### config.mk
export PLATFORM = sky130hd
export DESIGN_NAME = req_arbiter
export DESIGN_NICKNAME = d
export VERILOG_FILES = /design/src/rtl/req_arbiter.sv
export SDC_FILE = /design/constraint.sdc
export NUM_CORES = 1
export LEC_CHECK = 0
export BUFFER_PORTS_ARGS = -buffer_cell sky130_fd_sc_hd__buf_4
export CAP_MARGIN = 20
export CORE_MARGIN = 1
export CORE_UTILIZATION = 45
export DETAILED_ROUTE_END_ITERATION = 8
export MAX_ROUTING_LAYER = met4
export PLACE_DENSITY = 0.73
export SLEW_MARGIN = 25
export SYNTH_ARGS = -nofsm -noshare
export SYNTH_HDL_FRONTEND = slang
export SYNTH_SLANG_ARGS = --single-unit
### constraint.sdc
create_clock -name clock -period 2.9 [get_ports clock]
set_input_delay 0.87 -clock clock [delete_from_list [all_inputs] [get_ports clock]]
set_output_delay 0.87 -clock clock [all_outputs]
set_load 0.03 [all_outputs]
### src/rtl/req_arbiter.sv
// req_arbiter: round-robin front end of the request/acknowledge handshake.
// Client requests are held in sticky pending bits and served one at a time.
// For each served client, the block issues a one-cycle req downstream, waits
// for ack, and then pulses cli_done for that client.
// Optional feature: define REQ_ARB_TIMEOUT_EN to add a TIMEOUT_W-bit watchdog
// that aborts a stalled transaction and pulses cli_err instead of cli_done.
module req_arbiter #(
    parameter int NCLIENTS  = 4,
    parameter int IDW       = 2,
    parameter int TIMEOUT_W = 12
) (
    input  logic                clock,
    input  logic                reset_n,
    input  logic [NCLIENTS-1:0] cli_req,
    output logic [NCLIENTS-1:0] cli_done,
    output logic [NCLIENTS-1:0] cli_err,
    output logic                req,
    input  logic                ack,
    output logic                busy,
    output logic [IDW-1:0]      grant_id
);

    typedef enum logic [2:0] {
        IDLE  = 3'd0,
        REQ   = 3'd1,
        WAIT  = 3'd2,
        DONE  = 3'd3,
        ABORT = 3'd4
    } state_t;

    localparam logic [IDW-1:0] LAST_ID = IDW'(NCLIENTS - 1);

    state_t              state;
    logic [NCLIENTS-1:0] pending;
    logic [IDW-1:0]      rr_ptr;

    logic                pick_found;
    logic [IDW-1:0]      pick_id;
    logic [IDW-1:0]      scan_id;
    logic [NCLIENTS-1:0] grant_mask;
    logic [NCLIENTS-1:0] clr_mask;
    logic [IDW-1:0]      rr_next;

`ifdef REQ_ARB_TIMEOUT_EN
    // Last count value before the watchdog would reach all-ones.
    localparam logic [TIMEOUT_W-1:0] WD_LAST = ~(TIMEOUT_W'(1));
    logic [TIMEOUT_W-1:0] wd_cnt;
`endif

    // Round-robin pick: first pending client at or after rr_ptr, wrapping.
    // NOTE: every combinational output gets a default first so no latch is inferred.
    always_comb begin
        pick_found = 1'b0;
        pick_id    = '0;
        scan_id    = '0;
        for (int k = 0; k < NCLIENTS; k++) begin
            scan_id = IDW'((int'(rr_ptr) + k) % NCLIENTS);
            if (!pick_found && pending[scan_id]) begin
                pick_found = 1'b1;
                pick_id    = scan_id;
            end
        end
    end

    // One-hot view of the served client, and its clear strobe on completion.
    always_comb begin
        grant_mask = NCLIENTS'(1) << grant_id;
        clr_mask   = ((state == DONE) || (state == ABORT)) ? grant_mask : '0;
        rr_next    = (grant_id == LAST_ID) ? '0 : grant_id + 1'b1;
    end

    // Sticky pending bits; a new request in the clear cycle wins and re-queues.
    // NOTE: sequential state uses non-blocking assignments so all flops update together.
    always_ff @(posedge clock or negedge reset_n) begin
        if (!reset_n) begin
            pending <= '0;
        end else begin
            pending <= (pending & ~clr_mask) | cli_req;
        end
    end

    // Transaction FSM with registered outputs.
    always_ff @(posedge clock or negedge reset_n) begin
        if (!reset_n) begin
            state    <= IDLE;
            rr_ptr   <= '0;
            grant_id <= '0;
            req      <= 1'b0;
            busy     <= 1'b0;
            cli_done <= '0;
`ifdef REQ_ARB_TIMEOUT_EN
            cli_err  <= '0;
            wd_cnt   <= '0;
`endif
        end else begin
            case (state)
                IDLE: begin
                    if (pick_found) begin
                        state    <= REQ;
                        grant_id <= pick_id;
                        req      <= 1'b1;
                        busy     <= 1'b1;
                    end
                end
                REQ: begin
                    state <= WAIT;
                    req   <= 1'b0;
`ifdef REQ_ARB_TIMEOUT_EN
                    wd_cnt <= '0;
`endif
                end
                WAIT: begin
                    if (ack) begin
                        state    <= DONE;
                        cli_done <= grant_mask;
`ifdef REQ_ARB_TIMEOUT_EN
                    end else if (wd_cnt == WD_LAST) begin
                        state   <= ABORT;
                        cli_err <= grant_mask;
                    end else begin
                        wd_cnt <= wd_cnt + 1'b1;
`endif
                    end
                end
                DONE: begin
                    state    <= IDLE;
                    cli_done <= '0;
                    busy     <= 1'b0;
                    rr_ptr   <= rr_next;
                end
                ABORT: begin
                    state  <= IDLE;
                    busy   <= 1'b0;
                    rr_ptr <= rr_next;
`ifdef REQ_ARB_TIMEOUT_EN
                    cli_err <= '0;
`endif
                end
                default: begin
                    state <= IDLE;
                end
            endcase
        end
    end

`ifndef REQ_ARB_TIMEOUT_EN
    // Without the watchdog no transaction can be aborted.
    assign cli_err = '0;
`endif

endmodule

==> metrics.md, run 1 <==
| Metric | Value |
|---|---|
| Routed len/inst | 12.49 um |
| WP data required | 2030 ps |
| Post-synth top area cell | dfrtp_1 |
| CP max stage cell | dfrtp_1 |
| Routability cong. | 0.8364 |
| Commonest cells after routing, fill and taps aside | nand2_1 (16), dfrtp_1 (16), buf_4 (14) |
| Total iterations of the first detailed-routing run | 4 |
| Synthesized area per cell | 9.501 um^2 |
| Pins Over Slew Limit | 0 |
| Xor/xnor share of the synthesized area | 0 |
| Initial antenna violation count | 0 |
| CTS buffer count | 3 |
| Synth Area in Adders | 0.1097 |
| Total Neg Setup Slack | 0 ps |
| Seq cells post-synth | 16 |
| Largest family of logic cells by synthesized area | compound AO/OA/AOI/OAI gates |
| Postcts setup bufs | 0 |
| Layout cells sized above 1 | 0.1802 |
| CP Buf/Inv Count | 1 |
| Fin crit share | 0.6154 |
| CTS tree | done |
| Leak pwr | 0.4873 nW |
| Die Ht | 47.02 um |
| Vias | 709 |
| Htree depth | 1 |
| Hold buffer count at cts | 0 |
| Largest net degree at the start of global routing | 17 |
| Type of the worst min-delay path | in -> async |
| Core Util, Final | 0.5808 |
| Fin Hold WS | 423.2 ps |
| Clk Latency, worst-skew pair | 280 ps |
| GRT Residual Overflow | 0 |
| Unrepaired setup endpoints after global routing | false |
| Delay-heaviest family, CP | flip-flops |
| Starting DRT DRC Count | 8 |
| Placed instance count | 132 |
| Mux cell area share after synthesis | 0.01097 |
| PwrDens | 1019 nW/um^2 |
| Post-Layout Cell Count | 136 |
| Count of final setup violators | 0 |
| Syn Inst Count | 96 |
| Synth top area share | 0.4390 |
| Crit-path max FO | 5 |
| Area Overhead vs Synth | 15.91% |
| Final antenna diode count | 0 |
| Cell Rows | 15 |
| Vias in the first global route | 661 |
| Critical path class | reg -> out |
| Drt via density | 5.213 |
| Die X | 47.02 um |
| Crit path time final | 1785 ps |
| First-pass GRT wire length | 2.822 mm |
| Clock Path Buffers | 2 |
| Final ANT Viol Nets | 0 |
| Synth Warn # | 0 |
| Post-Route Skew | 4.448 ps |
| GRT Total Usage | 0.1926 |
| Fillers | 175 |
| Crit end category | output pin |
| Remaining routing DRC violations | 0 |
| Status | finished clean |
| Share of synthesized cell area in and, or, nand and nor gates | 0.1591 |
| Initial Util | 0.5010 |
| Max-Cap Viols | 0 |
| Arrival time at the worst endpoint | 910 ps |
| PortBufs | 14 |
| Total Nets Final | 127 |
| Final Cell Area | 1057 um^2 |
| Fraction of the mapped netlist area in compound gates | 0.2058 |
| Number of top-level pins | 19 |
| Final hold violations | 0 |
| Area occupied by multi-input gates | 457.9 um^2 |
| Crit-path cells | buf_4 |
| Final HPWL DP | 1.302 mm |
| Max IR drop VDD | 0.5694 mV |
| CP peak stage delay | 440 ps |
| Sink Count | 16 |
| PostCTS Resize Cnt | 0 |
| Reg clk slew, reported paths | 90 ps |
| Fmax | 0.5604 GHz |
| CORE AREA | 1821 um^2 |
| Placed inst area | 1021 um^2 |
| Clock Root Buffer | clkbuf_4 |
| Register Area | 400.4 um^2 |
| Die footprint | 2211 um^2 |
| Routed WL | 1.698 mm |
| Register area share after synthesis | 0.4390 |
| Top cells by area, synth | dfrtp_1 (44%), ha_1 (11%), nand2_1 (6.6%) |
| Critical path launch point type | flop |
| Mapped cell area | 912.1 um^2 |
| Synth unique cells | 27 |
==> cell usage after synthesis (all sizes together) <==
cell,instances
conb,1
nor2b,5
nand3b,1
nor2,1
o221ai,1
o21ai,11
and2b,1
nor4,1
a22o,2
o31ai,1
nand3,1
a31oi,4
buf,5
o21a,1
mux2i,1
inv,7
nand2b,1
a2bb2oi,1
a21oi,3
o22ai,2
clkbuf,1
ha,8
a21o,4
nand2,16
dfrtp,16
==> area by class of cell <==
class                      count  area share
tap                           25     0.02959
inverter                       7     0.02485
timing repair buffer          14     0.09941
clock buffer                   4     0.03432
sequential                    16      0.3787
multi-input combinational     70      0.4331
==> final timing paths <==
path / startpoint / endpoint / slack, ps / depth (start not counted)
worst max-delay path: grant_id[1] / grant_id[1] / 1120 / 1
worst min-delay path: reset_n / cli_done[0] / 420 / 1
worst max register to register: state[0] / state[0] / 1170 / 5
worst min register to register: cli_done[1] / cli_done[1] / 510 / 2
max in group asynchronous: reset_n / busy / 2300 / 1
min in group clock: cli_done[1] / cli_done[1] / 510 / 2
==> per-stage QoR <==
stage	total power, mW	setup slack, ps
floorplan	0.7707	1347
global placement	0.9104	1144
detailed placement	0.9366	1108
CTS	1.084	1106
global route	1.172	1002
finish	1.078	1115
==> registers in the layout (all words and copies together), names as in the netlist <==
signal    count
rr_ptr        2
state         2
grant_id      2
cli_done      4
req           1
busy          1
pending       4
==> cells by family after synthesis <==
logic type,Yosys count
AOI/OAI and AO/OA,30
and+or+nand+nor,27
DFF,16
buffers and inverters,13
adders and majority gates,8
muxes,1
other,1
==> where the power goes <==
part / switching, mW / internal (mW)
Clock: 0.0681 / 0.0764
Sequential: 0.0870 / 0.307
Combinational: 0.322 / 0.217
==> per-layer routing <==
layer / track usage / vias up / share of wire
li1: - / 350 / -
met1: 0.2405 / 339 / 0.48
met2: 0.2944 / 18 / 0.47
met3: 0.03846 / 2 / 0.037
met4: 0.09714 / 0 / 0.0071
met5: - / - / 0
(Power assumes the default switching activity.)
==> run 2: changes to the inputs <==
Settings changed: ABC_AREA from default to 1, PLACE_DENSITY 0.73 to 0.71.
Clock period 2.9 ns to 1.7 ns, I/O delays scaled along.
==> run 2 against run 1 <==
Final cell count grew 44%; utilization is 4.6 points lower; die area is 27% higher; combinational power grew to 2.9 times the previous value; highest routed layer unchanged.
==> metrics.md, run 2 <==
| Metric | Value |
|---|---|
| Status | finished clean |
| Arrival time at the worst endpoint | 1670 ps (+760 ps) |
| Core Util, Final | 0.5343 (-0.04641) |
| Synth Flop Type | dfrtp_1 |
| FFs w/ async S/R, synth | 1.000 (unchanged) |
| Synth Warn # | 0 (unchanged) |
| Fmax | 0.6797 GHz |
| Commonest cells after routing, fill and taps aside | nand2_1 (46), inv_1 (19), dfrtp_1 (16) |
| Starting DRT DRC Count | 19 (+11) |
| CTS buffer count | 3 (unchanged) |
| CP peak stage delay | 450 ps (about the same) |
| CP max stage cell | dfrtp_1 |
| Crit path time final | 1471 ps |
| Sink Count | 16 (unchanged) |
| Crit path top cell by count | nand2_1 |
| Seq cells post-synth | 16 (unchanged) |
| Die Ht | 53.02 um (+13%) |
| Top cells by area, synth | dfrtp_1 (34%), nand2_1 (15%), ha_1 (8.5%) |
| Synth top area share | 0.3419 (-0.09708) |
| Critical path launch point type | flop |
| Reg clk slew, reported paths | 100 ps (about the same) |
| Critical path class | reg -> reg |
| Routed WL | 2.051 mm (+21%) |
| Hold buffer count at cts | 0 (unchanged) |
| Postcts setup bufs | 0 (unchanged) |
| Remaining routing DRC violations | 0 (unchanged) |
| Cell Rows | 18 (+3) |
| Layout cells sized above 1 | 0.2711 (+0.09090) |
| Final ANT Viol Nets | 0 (unchanged) |
| Max IR drop VDD | 1.107 mV (+94%) |
| Total Neg Setup Slack | 0 ps (unchanged) |
| Vias | 926 (+31%) |
| Vias in the first global route | 787 (+19%) |
| WP data required | 1900 ps (-130 ps) |
| Post-Route Skew | 3.579 ps (-0.8695 ps) |
| Syn Inst Count | 150 (+56%) |
| Register area share after synthesis | 0.3419 (-0.09708) |
| Routed len/inst | 10.46 um (-16%) |
| Biggest regs | cli_done (4), pending (4) |
| Crit-path cells | inv_2 -> nand2_1 -> nand3_2 -> nand2_2 -> nor2_8 -> nand3_4 -> nand2_4 -> nand2_1 -> nand2_1 -> inv_1 |
| Routability cong. | 0.8644 (+3.3%) |
| Clk Latency, worst-skew pair | 290 ps (about the same) |
| Clock Path Buffers | 2 (unchanged) |
| Overall Power | 2.508 mW (+130%) |
| Final HPWL DP | 1.682 mm (+29%) |
| Initial Util | 0.4727 (-0.02830) |
| PortBufs | 14 (unchanged) |
| Die footprint | 2811 um^2 (+27%) |
| Drt via density | 4.724 (-9.4%) |
| Final antenna diode count | 0 (unchanged) |
| Type of the worst min-delay path | in -> async |
| Synthesized area per cell | 7.807 um^2 (-18%) |
| Unrepaired setup endpoints after global routing | false |
| PostCTS Resize Cnt | 0 (unchanged) |
| PwrDens | 1895 nW/um^2 (+86%) |
| Die X | 53.02 um (+13%) |
| Count of final setup violators | 0 (unchanged) |
| Final hold violations | 0 (unchanged) |
| Largest net degree at the start of global routing | 17 (unchanged) |
| Post-synth top cells | nand2_1 (46), inv_1 (19), dfrtp_1 (16), nand3_1 (11), ha_1 (8) |
| First-pass GRT wire length | 3.353 mm (+19%) |
| Fillers | 243 (+39%) |
| GRT Total Usage | 0.1753 (-0.01725) |
| Leading cell type in the layout, fill and taps excluded | nand2_1 |
| Synth unique cells | 24 (-11%) |
| Mapped cell area | 1171 um^2 (+28%) |
| Number of synthesized flops with an enable pin | 0 (unchanged) |
| Total iterations of the first detailed-routing run | 6 (+2) |
| Htree depth | 1 (unchanged) |
| Number of top-level pins | 19 (unchanged) |
| Fin crit share | 0.8654 |
| Crit-path max FO | 9 (+4) |
| Crit end category | flop |
| CTS tree | done |
| Initial antenna violation count | 0 (unchanged) |
| CORE AREA | 2477 um^2 (+36%) |
| Max-Cap Viols | 0 (unchanged) |
| GRT Residual Overflow | 0 (unchanged) |
| Most numerous cell in the Yosys netlist | nand2_1 |
| Pins Over Slew Limit | 0 (unchanged) |
| Leak pwr | 0.7392 nW (+52%) |
| Total Nets Final | 182 (+43%) |
| Clock Root Buffer | clkbuf_4 |
| Post-synth top area cell | dfrtp_1 |
| Area Overhead vs Synth | 13.03% |
## run 2: cells by family (layout without fill, tap and decap cells)
| family | Yosys count | in the layout | share of synthesized area |
|---|---|---|---|
| AOI/OAI and AO/OA | 12 | 12 | 0.06304 |
| buffers and inverters | 29 | 42 | 0.1122 |
| and+or+nand+nor | 84 | 84 | 0.3942 |
| DFF | 16 | 16 | 0.3419 |
| other | 1 | 4 | 0.003202 |
| adders and majority gates | 8 | 8 | 0.08547 |
## run 2: stage by stage
step                setup WS (ps)  hold slack [ps]  area, um^2  cells
floorplan                   385.4            214.4        1182    153
global placement            280.3            381.3        1287    192
detailed placement          242.3            386.2        1287    192
CTS                         224.3            61.46        1324    196
global route                56.53            49.81        1324    196
finish                      228.8            57.53        1324    196
## run 2: area by class of cell
class | count | area (um^2) | share of cell area
flip-flops and latches | 16 | 400.4 | 0.3025
multi-input cells | 108 | 650.6 | 0.4915
clock buffers | 4 | 36.28 | 0.02741
inverters | 23 | 86.33 | 0.06522
repair buffers | 15 | 112.6 | 0.08507
well taps | 30 | 37.54 | 0.02836
## run 2: power breakdown
part | switching [mW] | internal, mW | leakage (nW)
clock | 0.125 | 0.131 | 0.0210
combinational | 1.03 | 0.559 | 0.532
sequential | 0.137 | 0.530 | 0.186
total | 1.29 | 1.22 | 0.739
## run 2: worst paths after layout
kind                            startpoint         end  slack [ps]  cells after the start
worst max-delay path             rr_ptr[0]        busy         230                     10
worst min-delay path               reset_n    state[1]          60                      1
worst max register to register   rr_ptr[0]        busy         230                     10
worst min register to register         req         req         550                      4
max in group asynchronous          reset_n  pending[3]        1460                      1
min in group clock              cli_req[1]  pending[1]         400                      2
## run 2: routing by layer
metal / vias up / track usage / share of wire
li1: 487 / - / -
met1: 414 / 0.2128 / 0.49
met2: 20 / 0.2869 / 0.46
met3: 5 / 0.02586 / 0.031
met4: 0 / 0.07895 / 0.019
met5: - / - / 0
## run 2: worst max-delay path, delay by kind of cell, from the launching register on
| kind | cells | cell delay [ps] |
|---|---|---|
| buffers and inverters | 2 | 180 |
| flip-flops | 1 | 450 |
| AND/OR/NAND/NOR | 8 | 730 |
==> run 3: changes to the inputs <==
Clock period 1.7 ns to 1.5 ns, I/O delays scaled along.
==> run 3 against run 2 <==
Critical endpoint is now grant_id[1]; critical path type unchanged; non-clock buffer count grew 6; sequential share of layout area shrank 1.4 points; first-iteration DRC count shrank 37%; final cell count grew 3.1%; clock power grew 11%; global-route usage shrank 0.23 points; clock skew grew 3.5 ps; sequential cell count is the same.
==> metrics.md, run 3 (synthesis results as in run 2) <==
| Metric | Value |
|---|---|
| Final hold violations | 0 (unchanged) |
| Max-Cap Viols | 0 (unchanged) |
| Initial Util | 0.4727 (unchanged) |
| Crit Reg-Reg Endpoint | grant_id[1] |
| Max IR drop VDD | 1.608 mV (+45%) |
| Worst r2r src | rr_ptr[0] |
| CTS tree | done |
| Routability cong. | 0.8967 (+3.7%) |
| Final Cell Area | 1399 um^2 (+5.7%) |
| Vias | 981 (+5.9%) |
| Overall Power | 2.999 mW (+20%) |
| Switching share of power | 0.5028 (-0.01074) |
| Pins Over Slew Limit | 0 (unchanged) |
| Fin crit share | 0.9517 (+0.08631) |
| Post-Layout Cell Count | 202 (+3.1%) |
| Arrival time at the worst endpoint | 1610 ps (-60 ps) |
| Count of final setup violators | 0 (unchanged) |
| Starting DRT DRC Count | 12 (-7) |
| Die X | 53.02 um (unchanged) |
| Clock Path Buffers | 2 (unchanged) |
| Placed inst area | 1310 um^2 (+1.7%) |
| Area occupied by multi-input gates | 665.6 um^2 (+2.3%) |
| Post-Route Skew | 7.079 ps (+3.501 ps) |
| Pint | 1.491 mW (+22%) |
| Vias in the first global route | 809 (+2.8%) |
| GRT Total Usage | 0.1731 (-0.002264) |
| Crit-path max FO | 5 (-4) |
| Largest net degree at the start of global routing | 17 (unchanged) |
| Clock network fraction of total power | 0.095 (-0.007) |
| Reg clk slew, reported paths | 100 ps (about the same) |
| Total iterations of the first detailed-routing run | 4 (-2) |
| Sink Count | 16 (unchanged) |
| Switching power | 1.508 mW (+17%) |
| Combinational share of power | 0.652 (+0.020) |
| Die Ht | 53.02 um (unchanged) |
| Fin Hold WS | 349.2 ps (+291.7 ps) |
| Crit end category | flop |
| Clock Root Buffer | clkbuf_4 |
| Worst hold stages | 2 |
| PwrDens | 2144 nW/um^2 (+13%) |
| Placed instance count | 195 (+1.6%) |
| Unrepaired setup endpoints after global routing | true |
| Drt via density | 4.856 (+2.8%) |
| Final antenna diode count | 0 (unchanged) |
| Commonest cells after routing, fill and taps aside | nand2_1 (40), inv_1 (19), buf_4 (18) |
| Fillers | 229 (-5.8%) |
| Hold path endpoint | pending[2] |
| Status | finished clean |
| Leak pwr | 0.7707 nW (+4.3%) |
| CORE AREA | 2477 um^2 (unchanged) |
| Leading cell type in the layout, fill and taps excluded | nand2_1 |
| Area Overhead vs Synth | 19.44% |
| Core Util, Final | 0.5646 (+0.03030) |
| Type of the worst min-delay path | in -> reg |
| Biggest regs | cli_done (4), pending (4) |
| Clk Latency, worst-skew pair | 290 ps (about the same) |
| Fmax | 0.7005 GHz (+3.1%) |
| Sequential share of power | 0.253 (-0.013) |
| PortBufs | 14 (unchanged) |
| Critical path launch point type | flop |
| GRT Residual Overflow | 0 (unchanged) |
| Worst R2R Setup Slack | 70 ps (-160 ps) |
| Number of top-level pins | 19 (unchanged) |
| Remaining routing DRC violations | 0 (unchanged) |
| Total Nets Final | 188 (+3.3%) |
| Routed WL | 2.110 mm (+2.9%) |
| First-pass GRT wire length | 3.394 mm (+1.2%) |
| Final ANT Viol Nets | 0 (unchanged) |
| Register Area | 402.9 um^2 (+0.62%) |
| CTS buffer count | 3 (unchanged) |
| Post-route setup slack | 72.38 ps (-156.4 ps) |
| Routed len/inst | 10.45 um (-0.18%) |
| Final HPWL DP | 1.680 mm (-0.11%) |
| Die footprint | 2811 um^2 (unchanged) |
| Crit path time final | 1428 ps (-43.63 ps) |
| Htree depth | 1 (unchanged) |
| Min-delay src | cli_req[2] |
| Layout cells sized above 1 | 0.3372 (+0.06612) |
| Critical path class | reg -> reg |
| Initial antenna violation count | 0 (unchanged) |
| R2R depth | 11 (+1) |
| Total Neg Setup Slack | 0 ps (unchanged) |
| Cell Rows | 18 (unchanged) |
| WP data required | 1690 ps (-210 ps) |
| Dpl ws | 75.53 ps (-166.7 ps) |
==> run 3: how the worst max path moves through the flow <==
stage / from / to / slack, ps / depth (start not counted)
final: rr_ptr[0] / grant_id[1] / 70 / 11
after global routing: rr_ptr[0] / busy / -20 / 11
after detailed placement: rr_ptr[0] / req / 80 / 10
after global placement: rr_ptr[1] / req / 110 / 10
after floorplan: rr_ptr[0] / busy / 190 / 11
after CTS: rr_ptr[0] / grant_id[1] / 60 / 10
==> run 3: repair_timing <==
item / 4_1_cts / 5_1_grt
resized for setup: 0 / 11
buffers inserted: 0 / 2
endpoints found under the setup margin: 0 / 5
endpoints found under the hold margin: 9 / 0
hold buffers: 1 / 0
==> run 3: per-layer routing <==
metal / GRT usage / vias up / wire length [um]
li1: - / 503 / -
met1: 0.2100 / 459 / 1010
met2: 0.2848 / 15 / 1025
met3: 0.02586 / 4 / 50
met4: 0.07456 / 0 / 23
met5: - / - / 0
==> run 3: critical path, stage by stage, from the launching register on <==
cell and delay, ps:
dfrtp_2 450, buf_6 150, nand2_4 60, nand2_4 70, nand2_4 80, nand2_4 60
nor2_8 140, nand3_4 80, nand2_4 90, inv_2 40, nand2_2 60, nand2_1 50
==> run 3: cell type report <==
class	instances	share of cell area
multi-input combinational	108	0.4758
sequential	16	0.2880
timing repair buffer	21	0.1199
inverter	23	0.06351
tap	30	0.02683
clock buffer	4	0.02594
==> run 3: power groups by stage <==
stage / combinational, mW / sequential (mW) / clock [mW]
finish: 1.96 / 0.758 / 0.284
global route: 2.14 / 0.780 / 0.305
CTS: 1.87 / 0.744 / 0.297
detailed placement: 1.86 / 0.753 / 0
global placement: 1.84 / 0.744 / 0
floorplan: 1.27 / 0.906 / 0
